===== src/rtl/msg_frame_tx.sv =====
// Status-message framer: queues compact event descriptors and streams each one as a fixed
// ASCII frame over a valid/ready byte interface with a minimum inter-byte gap.
module msg_frame_tx #(
  parameter int unsigned CLKS_PER_BYTE = 4340,
  parameter int unsigned QUEUE_DEPTH   = 4
) (
  input  logic       clk_50M,
  input  logic       rst,
  input  logic       evt_valid,
  output logic       evt_ready,
  input  logic [1:0] evt_type,
  input  logic [1:0] evt_unit,
  input  logic [1:0] evt_su,
  input  logic [1:0] evt_blk,
  output logic [7:0] tx_data,
  output logic       tx_valid,
  input  logic       tx_ready,
  output logic       busy,
  output logic       done,
  output logic       overflow
);

  localparam int unsigned PtrW = $clog2(QUEUE_DEPTH);
  localparam int unsigned CntW = PtrW + 1;
  localparam int unsigned GapW = $clog2(CLKS_PER_BYTE);

  typedef enum logic [1:0] {StIdle, StSend, StDone} state_e;

  function automatic logic [7:0] unit_char(input logic [1:0] u);
    case (u)
      2'd0:    return "E";
      2'd1:    return "C";
      2'd2:    return "R";
      default: return "?";
    endcase
  endfunction

  function automatic logic [3:0] last_idx(input logic [1:0] t);
    case (t)
      2'd0:    return 4'd9;
      2'd1:    return 4'd11;
      2'd2:    return 4'd12;
      default: return 4'd4;
    endcase
  endfunction

  // Entry layout: {type[7:6], unit[5:4], su[3:2], blk[1:0]}
  function automatic logic [7:0] frame_byte(input logic [7:0] e, input logic [3:0] i);
    logic [7:0] u, n, b;
    u = unit_char(e[5:4]);
    n = 8'h31 + {6'd0, e[3:2]};
    b = 8'h31 + {6'd0, e[1:0]};
    case (e[7:6])
      2'd0: begin
        case (i)
          4'd0: return "F";
          4'd1: return "I";
          4'd2: return "M";
          4'd3: return "-";
          4'd4: return u;
          4'd5: return "S";
          4'd6: return "U";
          4'd7: return n;
          4'd8: return "-";
          default: return "#";
        endcase
      end
      2'd1: begin
        case (i)
          4'd0: return "B";
          4'd1: return "P";
          4'd2: return "M";
          4'd3: return "-";
          4'd4: return "S";
          4'd5: return "U";
          4'd6: return n;
          4'd7: return "-";
          4'd8: return "B";
          4'd9: return b;
          4'd10: return "-";
          default: return "#";
        endcase
      end
      2'd2: begin
        case (i)
          4'd0: return "B";
          4'd1: return "D";
          4'd2: return "M";
          4'd3: return "-";
          4'd4: return u;
          4'd5: return "S";
          4'd6: return "U";
          4'd7: return n;
          4'd8: return "-";
          4'd9: return "B";
          4'd10: return b;
          4'd11: return "-";
          default: return "#";
        endcase
      end
      default: begin
        case (i)
          4'd0: return "E";
          4'd1: return "N";
          4'd2: return "D";
          4'd3: return "-";
          default: return "#";
        endcase
      end
    endcase
  endfunction

  state_e            state_q, state_d;
  logic [7:0]        mem_q [QUEUE_DEPTH];
  logic [PtrW-1:0]   wr_ptr_q, wr_ptr_d, rd_ptr_q, rd_ptr_d;
  logic [CntW-1:0]   count_q, count_d;
  logic [GapW-1:0]   gap_q, gap_d;
  logic [7:0]        frame_q, frame_d;
  logic [3:0]        idx_q, idx_d;
  logic [7:0]        tx_data_q, tx_data_d;
  logic              tx_valid_q, tx_valid_d;
  logic              done_q, done_d;
  logic              overflow_q, overflow_d;
  logic              full, empty, push, pop;
  logic [7:0]        head;

  assign full      = (count_q == CntW'(QUEUE_DEPTH));
  assign empty     = (count_q == '0);
  assign evt_ready = !rst && !full && !done_q;
  assign push      = evt_valid && evt_ready;
  assign head      = mem_q[rd_ptr_q];

  assign tx_data  = tx_data_q;
  assign tx_valid = tx_valid_q;
  assign done     = done_q;
  assign overflow = overflow_q;
  assign busy     = (state_q == StSend) || !empty;

  always_comb begin
    state_d    = state_q;
    frame_d    = frame_q;
    idx_d      = idx_q;
    tx_data_d  = tx_data_q;
    tx_valid_d = tx_valid_q;
    done_d     = done_q;
    pop        = 1'b0;
    gap_d      = (gap_q != '0) ? gap_q - GapW'(1) : '0;
    // Drops while done are silent; only a full queue counts as overflow.
    overflow_d = overflow_q | (evt_valid && full && !done_q);

    case (state_q)
      StIdle: begin
        if (!empty) begin
          pop     = 1'b1;
          frame_d = head;
          idx_d   = 4'd0;
          state_d = StSend;
          if (gap_d == '0) begin
            tx_valid_d = 1'b1;
            tx_data_d  = frame_byte(head, 4'd0);
          end
        end
      end
      StSend: begin
        if (tx_valid_q && tx_ready) begin
          tx_valid_d = 1'b0;
          gap_d      = GapW'(CLKS_PER_BYTE - 1);
          idx_d      = idx_q + 4'd1;
          if (idx_q == last_idx(frame_q[7:6])) begin
            if (frame_q[7:6] == 2'd3) begin
              state_d = StDone;
              done_d  = 1'b1;
            end else begin
              state_d = StIdle;
            end
          end
        end else if (!tx_valid_q && gap_d == '0) begin
          tx_valid_d = 1'b1;
          tx_data_d  = frame_byte(frame_q, idx_q);
        end
      end
      default: ;
    endcase

    wr_ptr_d = push ? wr_ptr_q + PtrW'(1) : wr_ptr_q;
    rd_ptr_d = pop ? rd_ptr_q + PtrW'(1) : rd_ptr_q;
    case ({push, pop})
      2'b10:   count_d = count_q + CntW'(1);
      2'b01:   count_d = count_q - CntW'(1);
      default: count_d = count_q;
    endcase
  end

  always_ff @(posedge clk_50M) begin
    if (rst) begin
      state_q    <= StIdle;
      wr_ptr_q   <= '0;
      rd_ptr_q   <= '0;
      count_q    <= '0;
      gap_q      <= '0;
      frame_q    <= '0;
      idx_q      <= '0;
      tx_data_q  <= '0;
      tx_valid_q <= 1'b0;
      done_q     <= 1'b0;
      overflow_q <= 1'b0;
    end else begin
      state_q    <= state_d;
      wr_ptr_q   <= wr_ptr_d;
      rd_ptr_q   <= rd_ptr_d;
      count_q    <= count_d;
      gap_q      <= gap_d;
      frame_q    <= frame_d;
      idx_q      <= idx_d;
      tx_data_q  <= tx_data_d;
      tx_valid_q <= tx_valid_d;
      done_q     <= done_d;
      overflow_q <= overflow_d;
    end
  end

  always_ff @(posedge clk_50M) begin
    if (push) mem_q[wr_ptr_q] <= {evt_type, evt_unit, evt_su, evt_blk};
  end

endmodule


===== config.mk =====
export PLATFORM = sky130hd
export DESIGN_NAME = msg_frame_tx
export DESIGN_NICKNAME = d
export VERILOG_FILES = /design/src/rtl/msg_frame_tx.sv
export SDC_FILE = /design/constraint.sdc
export NUM_CORES = 1
export LEC_CHECK = 0
export CORE_ASPECT_RATIO = 1.5
export CORE_MARGIN = 2
export CORE_UTILIZATION = 45
export CTS_CLUSTER_DIAMETER = 60
export DETAILED_ROUTE_END_ITERATION = 12
export GPL_ROUTABILITY_DRIVEN = 0
export PLACE_DENSITY = 0.73
export SLEW_MARGIN = 0
export SYNTH_ARGS = -nofsm -noshare
export SYNTH_HDL_FRONTEND = slang
export SYNTH_SLANG_ARGS = --single-unit

===== constraint.sdc =====
create_clock -name clk_50M -period 4.65 [get_ports clk_50M]
set_clock_uncertainty 0.15 [all_clocks]
set_input_delay 0.93 -clock clk_50M [delete_from_list [all_inputs] [get_ports clk_50M]]
set_output_delay 0.93 -clock clk_50M [all_outputs]
set_load 0.02 [all_outputs]

==> key figures <==
Synthesis
  – Net Count, Synth: 459
  – Post-synth top area cell: edfxtp_1
  – Yosys reg bits: 78
  – YS warnings: 0
  – Unique masters post-synth: about 70
  – Sequential area share after synthesis: 45.37%
  – Primary FF master, synth: dfxtp_1
  – Mapped Area: 0.004148 mm²
  – Post-synth EDFFs: 32
  – Most common cell in the netlist: dfxtp_1
  – Synth area leaders: edfxtp_1 23%, dfxtp_1 22%, ha_1 5.1%
  – Async set-or-reset flop fraction in the synthesized netlist: 0%
  – Mapped Cells: approximately 430
  – Synth Area per Inst: 9.668 µm²
  – Top cells by count, synth: 46 x dfxtp_1, 38 x nor2_1, 37 x nand2_1
  – Synth top area share: 23.17%

Detailed routing
  – Vias/cell: 5.930
  – ANT nets after route: 0
  – DR pass1 iterations: 5
  – Wire per inst: around 16 µm
  – Routed WL: just under 9 mm
  – DRC Markers: 0
  – 1st-iter DRT viols: 205
  – Via count: around 3.3k

Worst setup path
  – Worst EP required: 3.57 ns
  – CP startpoint kind: input port
  – Crit-path max FO: 6
  – Crit path from: rst
  – WP data arrival: approximately 2.5 ns
  – Reg2reg start: idx_q[0]$_SDFFE_PP0P_
  – Worst setup EP type: output port
  – WS Path Type: input port to output port

Power and ir drop
  – Lkg Pwr: 1.688 nW
  – Power density over cell area: 555.7 mW/mm²
  – Pwr Total: 2.626 mW
  – Worst vdd ir: about 0.3 mV

Die
  – Die width: 82.39 µm
  – Row count: 42
  – IO Count: 25
  – Die area: 0.01002 mm²
  – Starting Density: 46.70%
  – Core Box Area: between 0.008 and 0.009 mm²
  – Die span in y: 121.6 µm

Worst hold path
  – Hold Path Origin: tx_data[3]$_SDFFE_PP0P_
  – Worst hold path class: flop to flop

Placement
  – Port Buffers: 23
  – Setup WS pre-CTS: 1.107 ns
  – Hpwl dp: 6.041 mm
  – Post-Place Cell Area: ~0.0044 mm²

Global routing
  – Total global-route track usage: 18.90%
  – Vias in the first global route: 3128
  – Overflow after GRT: 0
  – Initial antenna violation count: 0
  – First-pass GRT wire length: roughly 14 mm
  – Largest net degree at the start of global routing: 37

Clock tree
  – H-tree depth: 3
  – # clock sinks: 78
  – Gates resized, CTS repair: 0
  – Clk pin slew, worst setup/hold paths: 0.06 ns
  – CTS Root Cell: clkbuf_16
  – Clk buf depth: 2
  – Hold_buf cts: 0
  – CTS tree: built
  – Skew-Pair Late Insertion Delay: 0.34 ns
  – Post-CTS Setup Inserts: 0
  – Num CTS Buffers: 9

Timing
  – RSZ-0062 raised after global routing: no
  – Final setup viols: 0
  – Setup TNS: 0 ns
  – Final worst-path cycle share: about three quarters
  – Final hold viol count: 0
  – Setup WS post-layout: 1.087 ns
  – Max-Slew Margin vs Limit: around 43%
  – Slew at the pin with the worst max-slew slack: 0.8513 ns
  – Slew Viols, Final: 0
  – Tmin final: roughly 3.6 ns
  – FMAX: between 200 and 300 MHz

Layout
  – Area grow syn2layout: 13.94%
  – Final #Nets: 469
  – Final Instance Area: 0.004726 mm²
  – Share of cells above drive strength 1: roughly 8%
  – Antenna cells: 0

Status
  – Status: complete, no violations

Flow run
  – Max-Cap Viols: 0
[worst paths after layout]
kind	endpoint	slack, ns	depth (start not counted)
worst max-delay path	evt_ready	1.09	3
worst max register to register	tx_data[4]$_SDFFE_PP0P_	1.64	8
worst min-delay path	tx_data[3]$_SDFFE_PP0P_	0.31	2
worst min register to register	tx_data[3]$_SDFFE_PP0P_	0.31	2
[through the flow]
stage	instances	utilization, %	hold slack, ns
floorplan	429	-	0.2900
global placement	538	49.59	0.2908
finish	554	53.21	0.3065
detailed placement	538	49.59	0.3003
global route	554	53.21	0.3297
CTS	554	53.21	0.3079
[cell usage in the layout, fill, tap and decap left out, types with 8 or more instances in the layout]
| cell | Yosys | layout |
|---|---|---|
| nand2_1 | 37 | 37 |
| inv_1 | 26 | 26 |
| a21oi_1 | 35 | 35 |
| clkbuf_16 | 0 | 9 |
| xnor2_1 | 11 | 11 |
| dfxtp_1 | 46 | 46 |
| o21ai_0 | 15 | 15 |
| mux4_2 | 8 | 8 |
| edfxtp_1 | 32 | 32 |
| ha_1 | 17 | 17 |
| nor3_1 | 13 | 13 |
| nor2_1 | 38 | 38 |
| clkdlybuf4s50_1 | 0 | 23 |
[layer usage]
| layer | vias to the layer above | GRT usage (%) | routed length [µm] |
|---|---|---|---|
| li1 | 1587 | - | - |
| met1 | 1557 | 22.98 | 3676 |
| met2 | 115 | 31.20 | 4339 |
| met3 | 26 | 3.778 | 417 |
| met4 | 0 | 9.583 | 285 |
| met5 | - | 0 | 0 |
[critical path, stage by stage]
cell and delay [ns]:
clkdlybuf4s50_1 0.42, nor3_1 0.43, clkdlybuf4s50_1 0.70
[cells by family (layout without fill, tap and decap cells)]
kind of cell | after synthesis | after routing | share of synthesized area [%]
xor gates and xnor gates | 16 | 16 | 3.378
AOI/OAI and AO/OA | 105 | 105 | 16.95
adders and majority gates | 18 | 18 | 5.611
buffers and inverters | 52 | 67 | 5.309
and+or+nand+nor | 151 | 151 | 18.94
DFF | 78 | 78 | 45.37
other | 1 | 1 | 0.09041
muxes | 8 | 8 | 4.344
[report_power, final]
| group | internal (mW) | switching [mW] | total, mW |
|---|---|---|---|
| Sequential | 0.828 | 0.136 | 0.964 |
| Clock | 0.473 | 0.278 | 0.752 |
| Combinational | 0.393 | 0.517 | 0.910 |
| Total | 1.69 | 0.931 | 2.63 |
[state kept, by name, indices dropped and copies added (netlist names), named ones only]
register	flops
count_q	3
done	1
frame_q	8
gap_q	13
idx_q	4
mem_q	32
overflow	1
rd_ptr_q	2
state_q	2
tx_data	7
tx_valid	1
wr_ptr_q	2
[final cells by class]
class / instances / area [µm²]
Fill cell: 781 / 4155
Sequential cell: 78 / 1882
Clock inverter: 6 / 92.59
Tap cell: 110 / 137.6
Inverter: 27 / 101.3
Clock buffer: 10 / 229.0
Timing Repair Buffer: 24 / 237.7
Multi-Input combinational cell: 299 / 2046
(Power assumes the default switching activity.)
